==> src/rtl/shift_reg_ctrl.sv <==
// -----------------------------------------------------------------------------
// shift_reg_ctrl
//   Sequencer that serializes a parallel word onto the d/en pins of an
//   MSB-bit shift register, one bit per clock. A word is taken over a
//   valid/ready handshake, shifted out while honouring pause (freeze) and
//   abort (cancel), and a one-cycle done pulse marks each completed frame.
//
//   Optional build macro: SHIFT_REG_CTRL_PARITY_EN
//     When defined, one extra shift cycle carries the even-parity bit
//     (XOR of the captured word) after the MSB data bits.
//
// Parameters
//   MSB        frame width in bits (2..32)
//   LSB_FIRST  0: word bit MSB-1 goes out first; 1: bit 0 goes out first
//   CNT_W      width of frame_count
//
// Ports
//   clk          system clock, rising edge
//   reset        asynchronous active-high reset
//   load_valid   requester offers load_data
//   load_data    word to serialize
//   load_ready   controller accepts a word this cycle (IDLE decode)
//   pause        level; freezes shifting while high
//   abort        cancels the frame in progress
//   sr_d, sr_en  serial data / enable to the downstream shift register
//   busy         frame in progress (SHIFT or DONE)
//   done         one-cycle pulse after the last bit of a frame
//   frame_count  completed frames, wraps modulo 2^CNT_W
// -----------------------------------------------------------------------------
module shift_reg_ctrl #(
   parameter int MSB       = 8,
   parameter int LSB_FIRST = 0,
   parameter int CNT_W     = 8
) (
   input  logic             clk,
   input  logic             reset,
   input  logic             load_valid,
   input  logic [MSB-1:0]   load_data,
   output logic             load_ready,
   input  logic             pause,
   input  logic             abort,
   output logic             sr_d,
   output logic             sr_en,
   output logic             busy,
   output logic             done,
   output logic [CNT_W-1:0] frame_count
);

`ifdef SHIFT_REG_CTRL_PARITY_EN
   localparam int NBITS = MSB + 1;
`else
   localparam int NBITS = MSB;
`endif
   localparam int            BW       = $clog2(NBITS + 1);
   localparam logic [BW-1:0] LAST_IDX = BW'(NBITS - 1);

   typedef enum logic [1:0] {
      IDLE  = 2'd0,
      SHIFT = 2'd1,
      DONE  = 2'd2
   } state_t;

   state_t           state, state_nxt;
   logic [MSB-1:0]   hold, hold_nxt;
   logic [BW-1:0]    bit_cnt, bit_cnt_nxt;
   logic             sr_d_nxt, sr_en_nxt, busy_nxt, done_nxt;
   logic [CNT_W-1:0] frame_count_nxt;

   // Serial bit number idx of word w in transmit order. A one-hot mask is
   // used instead of a variable index so the select works for any MSB.
   function automatic logic bit_at(input logic [MSB-1:0] w, input logic [BW-1:0] idx);
      logic [MSB-1:0] mask;
      logic           b;
      if (LSB_FIRST != 0) mask = MSB'(1) << idx;
      else                mask = {1'b1, {(MSB-1){1'b0}}} >> idx;
      b = |(w & mask);
`ifdef SHIFT_REG_CTRL_PARITY_EN
      if (idx == BW'(MSB)) b = ^w;
`endif
      return b;
   endfunction

   assign load_ready = (state == IDLE);

   // bit_cnt is the index of the bit currently presented on sr_d; it
   // advances on every edge where sr_en is high, because that is the edge
   // on which the downstream register captures the bit.
   always_comb begin
      state_nxt       = state;
      hold_nxt        = hold;
      bit_cnt_nxt     = bit_cnt;
      sr_d_nxt        = sr_d;
      sr_en_nxt       = 1'b0;
      done_nxt        = 1'b0;
      frame_count_nxt = frame_count;
      case (state)
         IDLE: begin
            if (load_valid) begin
               hold_nxt    = load_data;
               bit_cnt_nxt = '0;
               sr_en_nxt   = 1'b1;
               sr_d_nxt    = bit_at(load_data, '0);
               state_nxt   = SHIFT;
            end
         end
         SHIFT: begin
            if (abort) begin
               state_nxt = IDLE;
            end else if (sr_en) begin
               bit_cnt_nxt = bit_cnt + BW'(1);
               if (bit_cnt == LAST_IDX) begin
                  state_nxt       = DONE;
                  done_nxt        = 1'b1;
                  frame_count_nxt = frame_count + CNT_W'(1);
               end else if (!pause) begin
                  sr_en_nxt = 1'b1;
                  sr_d_nxt  = bit_at(hold, bit_cnt + BW'(1));
               end
            end else if (!pause) begin
               // resume with the bit that was pending when pause took hold
               sr_en_nxt = 1'b1;
               sr_d_nxt  = bit_at(hold, bit_cnt);
            end
         end
         DONE: begin
            state_nxt = IDLE;
         end
         default: begin
            state_nxt = IDLE;
         end
      endcase
      busy_nxt = (state_nxt != IDLE);
   end

   always_ff @(posedge clk or posedge reset) begin
      if (reset) begin
         state       <= IDLE;
         hold        <= '0;
         bit_cnt     <= '0;
         sr_d        <= 1'b0;
         sr_en       <= 1'b0;
         busy        <= 1'b0;
         done        <= 1'b0;
         frame_count <= '0;
      end else begin
         state       <= state_nxt;
         hold        <= hold_nxt;
         bit_cnt     <= bit_cnt_nxt;
         sr_d        <= sr_d_nxt;
         sr_en       <= sr_en_nxt;
         busy        <= busy_nxt;
         done        <= done_nxt;
         frame_count <= frame_count_nxt;
      end
   end

endmodule
==> config.mk <==
export PLATFORM = sky130hd
export DESIGN_NAME = shift_reg_ctrl
export DESIGN_NICKNAME = d
export VERILOG_FILES = /design/src/rtl/shift_reg_ctrl.sv
export SDC_FILE = /design/constraint.sdc
export NUM_CORES = 1
export LEC_CHECK = 0
export CAP_MARGIN = 20
export CORE_MARGIN = 5
export CORE_UTILIZATION = 35
export DETAILED_ROUTE_END_ITERATION = 7
export PLACE_DENSITY = 0.58
export SLEW_MARGIN = 20
export SYNTH_ARGS = -nofsm -noshare
export SYNTH_HDL_FRONTEND = slang
export SYNTH_SLANG_ARGS = --single-unit
export TNS_END_PERCENT = 10
==> constraint.sdc <==
create_clock -name clk -period 3.6 [get_ports clk]
set_clock_uncertainty 0.2 [all_clocks]
set_input_delay 0.72 -clock clk [delete_from_list [all_inputs] [get_ports clk]]
set_output_delay 0.72 -clock clk [all_outputs]
set_load 0.01 [all_outputs]
# After elaboration in Yosys (flattened, before gate mapping)
# Index checks and enable logic that the tools add are counted.
dict set report classes {
  addsub 2
  n_eq_ne 8
  shifts 2
  mux 37
  bitwise_logic 4
  reduce_logical 10
}
# operator n
set op_table {}
lappend op_table {{$mux 8} 11}
lappend op_table {{$and 8x8->8} 3}
lappend op_table {{$reduce_or 8->1} 3}
lappend op_table {{$shr 8x4->8 const A} 2}
lappend op_table {{$mux 1} 15}
lappend op_table {{$mux 4} 3}
lappend op_table {{$ne 3x3->1 const B} 3}
lappend op_table {{$add 8x1->8 const B} 1}
lappend op_table {{$mux 2} 4}
lappend op_table {{$pmux 4 s2} 1}
lappend op_table {{$reduce_and 4->1} 2}
lappend op_table {{$ne 2x2->1 const B} 3}
lappend op_table {{$reduce_and 6->1} 1}
lappend op_table {{$add 4x1->4 const B} 1}
lappend op_table {{$eq 4x3->1 const B} 1}
lappend op_table {{$pmux 1 s2} 2}
lappend op_table {{$pmux 2 s2} 1}
lappend op_table {{$reduce_bool 2->1} 2}
lappend op_table {{$eq 2x1->1 const B} 1}
lappend op_table {{$logic_not 2->1} 1}
lappend op_table {{$reduce_and 2->1} 1}
lappend op_table {{$not 1->1} 1}
dict set report word_totals {
  register_bits 26
  input_bits 13
  out_inout_bits 13
  elab_cells 71
}

# Longest topological paths before layout
dict set report depth {
  ltp_word 14
  depth_mapped 6
  mapped_depth_nobuf 6
}

# Worst setup path before layout
# OpenSTA, ideal clock, no wires.
dict set report synth_timing {
  path_kind {input port to flip-flop}
  from {input port abort}
  to {register frame_count[1]}
  setup_ps 125
  arrival_ps 1626
  t_required_ps 3275
  slack_ps 1649
  path_stages 3
  n_path_buf 0
  path_cell_list {or3b_4 -> nor2_4 -> mux2_2}
}
dict set report synth_via {
  elab_chain_cells 2
}
# element line_no
set synth_lines {}
lappend synth_lines {{start: declaration} 41} ;# input logic abort,
lappend synth_lines {{$not 1->1 (no source line)} -}
lappend synth_lines {{$reduce_and 4->1 (no source line)} -}
lappend synth_lines {{end signal: assignment} 153} ;# frame_count <= frame_count_nxt;
lappend synth_lines {{end: declaration} 46} ;# output logic [CNT_W-1:0] frame_count
# No other way between the ends.
# A chain may end at the register's enable or synchronous reset.

# Worst setup path in the final report
dict set report layout_timing {
  from {input port load_valid}
  to {register sr_d}
}
dict set report layout_via {
  elab_chain_cells 2
}
# element line_no
set layout_lines {}
lappend layout_lines {{start: declaration} 37} ;# input logic load_valid,
lappend layout_lines {{$ne 2x2->1 (no source line)} -}
lappend layout_lines {{$reduce_and 6->1 (no source line)} -}
lappend layout_lines {{end signal: assignment} 149} ;# sr_d <= sr_d_nxt;
lappend layout_lines {{end: declaration} 42} ;# output logic sr_d,
# No other way between the ends.

==> impl_results.md <==
* First-pass GRT wire length at 4390 um
* Root Buffer: clkbuf_8
* Required time of the worst setup path at 3.59 ns
* Clock-pin slew on the worst setup and hold paths at 0.10 ns
* First DRT Iteration DRCs at 53
* Syn Area/Cell at about 12 sq um
* Hold_ws at 0.279 ns
* Worst VDD drop at around 0.00027 V
* Placer Congestion at 0.779
* Post-route ant nets at 0
* CTS tree: done
* Die height at ~71 um
* Multi-input gate area in the final layout at 597 sq um
* RSZ-0062 raised after global routing: no
* Critical Path Stages at 5
* Worst EP arrival at 2.36 ns
* Antenna diodes at 0
* Synth warnings at 0
* Startpoint type of the worst setup path: input pin
* FF+latch area at 651 sq um
* CTS buffer count at 3
* Final Setup Violations at 0
* Vias in the first global route at between 900 and 1000
* Drt wl/cell at 13.9 um
* Die W at 70.8 um
* Hold depth at 1
* Post-synth EDFFs at 0
* Syn_nets at 130
* Final worst slack at about 1.2 ns
* Final Cycle Share at 0.659
* Die area at 5020 sq um
* Post-synth top area share at 0.502
* #FFs+latches synth at 26
* DPL Wire Length at 1860 um
* Post-placement cell count at 180
* Fmax at 422 MHz
* Run status: finished, final reports clean
* Buffers and inverters on the worst path at 1
* PostCTS Resize Cnt at 0
* Psw at 0.191 mW
* Synth area leaders: dfrtp_1 50%, ha_1 5.8%, mux2_2 5.2%, xnor2_1 4.1%, a22oi_1 2.9%
* Post-CTS Hold Fix Bufs at 0
* Seq pwr share at 0.479
* CP max stage delay at between 0.6 and 0.7 ns
* Final Hold Viols at 0
* Tightest Pin Transition at about 0.66 ns
* CP Capture Type: flip-flop
* Area growth syn-to-layout at 27.5%
* CP Cell Sequence: clkdlybuf4s50_1, or3b_1, o2bb2ai_1, o2111ai_1, o211ai_1
* Number of top-level pins at 26
* Total power at 0.744 mW
* Max Cap Violations at 0
* Post-CTS Setup Bufs at 0
* Fill cells at 356
* Clock tree buffer depth at 2
* GR Util All Layers at 0.110
* Total Neg Setup Slack at 0 ns
* Clock power share at 0.328
* Synth cell count leaders: 26 x dfrtp_1, 7 x nand2_1, 7 x nand3_1
* Initial Util at 0.356
* Max Slew Vio Count at 0
* Pwr dens at 451 nW/um^2
* Post-synth top area cell: dfrtp_1
* Port-buffer cells at 25
* Sequential area share after synthesis at 0.502
* Post-layout util at 0.455
* Comb pwr share at 0.193
* WL final at 2560 um
* Most frequent cell after synthesis: dfrtp_1
* Final #Nets at 156
* DR pass1 iterations at 4
* Sw Share at 0.256
* Internal power at about 0.55 mW
* Slew headroom at 0.563
* Site Rows at 22
* Residual DRC count at 0
* Dominant synthesized flop cell: dfrtp_1
* Finished Cell Area at between 1500 and 2000 sq um
* Pre-CTS WS at 0.936 ns
* Pleak at 0.736 nW
* Final cell count without fillers at about 180
* Worst Hold Class: flip-flop to flip-flop
* FF-to-FF path depth at 4
* Yosys cell types at 35
* Post-synthesis instance area at 1290 sq um
* Pin count of the biggest net entering global routing at 27
* Initial antenna violation count at 0
* Cell count after synthesis at approximately 110
* Vias per cell at 5.10
* Crit Path Category: input pin to flip-flop
* Area of placed instances at 1580 sq um
* Num Clock Sinks at 26
* Worst path top cell family by delay: simple AND/OR/NAND/NOR gates
* H-Tree Depth at 1
* Post-synthesis async set-or-reset flop share at 1.00
* Vias at 938
* Clock latency on the worst-skew pair at ~0.27 ns
* Slowest CP cell: or3b_1
* CP Max Fanout at 17
* Share of cells above drive strength 1 at 0.132
* Remaining global-route overflow at 0
* Min Tclk post-route at between 2 and 2.5 ns
* Core box area at 3630 sq um
==> cell families (layout without fill, tap and decap cells) <==
family,count (synthesis),after routing,share of synthesized area
AOI/OAI and AO/OA,20,20,0.105
xor gates and xnor gates,9,9,0.0609
adders and majority gates,6,6,0.0580
buffers and inverters,10,35,0.0367
DFF,26,26,0.502
muxes,8,8,0.0754
and+or+nand+nor,32,32,0.161
==> state kept, by name, indices dropped and copies added (netlist names) <==
register     flops
frame_count      8
hold             8
sr_en            1
bit_cnt          4
state            2
done             1
busy             1
sr_d             1
==> worst paths after layout <==
path / slack, ns / startpoint / to
setup / recovery: 1.23 / load_valid / sr_d$_DFFE_PP0P_
hold / removal: 0.28 / frame_count[7]$_DFFE_PP0P_ / frame_count[7]$_DFFE_PP0P_
setup reg to reg: 1.67 / state[0]$_DFF_PP0_ / sr_d$_DFFE_PP0P_
hold reg to reg: 0.28 / frame_count[7]$_DFFE_PP0P_ / frame_count[7]$_DFFE_PP0P_
max in group asynchronous: 2.23 / reset / hold[6]$_DFFE_PP0P_
min in group asynchronous: 0.60 / reset / frame_count[7]$_DFFE_PP0P_
==> power groups by stage <==
stage                     combinational (mW)  sequential (mW)  clock, mW
after CTS                              0.146            0.358      0.249
final                                  0.143            0.357      0.244
after floorplan                       0.0960            0.357          0
after global placement                 0.141            0.362          0
after detailed placement               0.145            0.362          0
after global routing                   0.160            0.365      0.262
==> routing by layer <==
metal  track usage  wire length [um]  share of wire
met5             0                 0              0
met4        0.0251                17         0.0066
met3        0.0426               135          0.053
met2         0.191              1310           0.51
met1         0.128              1100           0.43
==> cell type report <==
| class | instances | area share |
|---|---|---|
| sequential | 26 | 0.394 |
| multi-input combinational | 75 | 0.361 |
| timing repair buffer | 25 | 0.152 |
| tap | 48 | 0.0364 |
| clock buffer | 3 | 0.0250 |
| clock inverter | 1 | 0.0182 |
| inverter | 6 | 0.0136 |
==> cells in the final DEF (no fill, tap or decap), drive strengths merged <==
cell type      synthesis  layout
bufinv                 0       1
clkbuf                 1       3
or3b                   2       2
nor2b                  1       1
o21ai                  7       7
nand2                  7       7
a21o                   1       1
a22oi                  5       5
ha                     6       6
clkdlybuf4s50          0      25
nand2b                 1       1
a21oi                  2       2
nand4                  5       5
nand4b                 1       1
inv                    6       6
o2111ai                1       1
xnor2                  6       6
nor2                   3       3
mux2                   8       8
o211ai                 1       1
a21boi                 1       1
nor4b                  1       1
and3                   1       1
nand4bb                1       1
o2bb2ai                1       1
dfrtp                 26      26
a222oi                 1       1
nand3                  7       7
nor3                   1       1
xor2                   3       3
nor3b                  1       1
No activity file was read; power rests on OpenSTA's default activity.
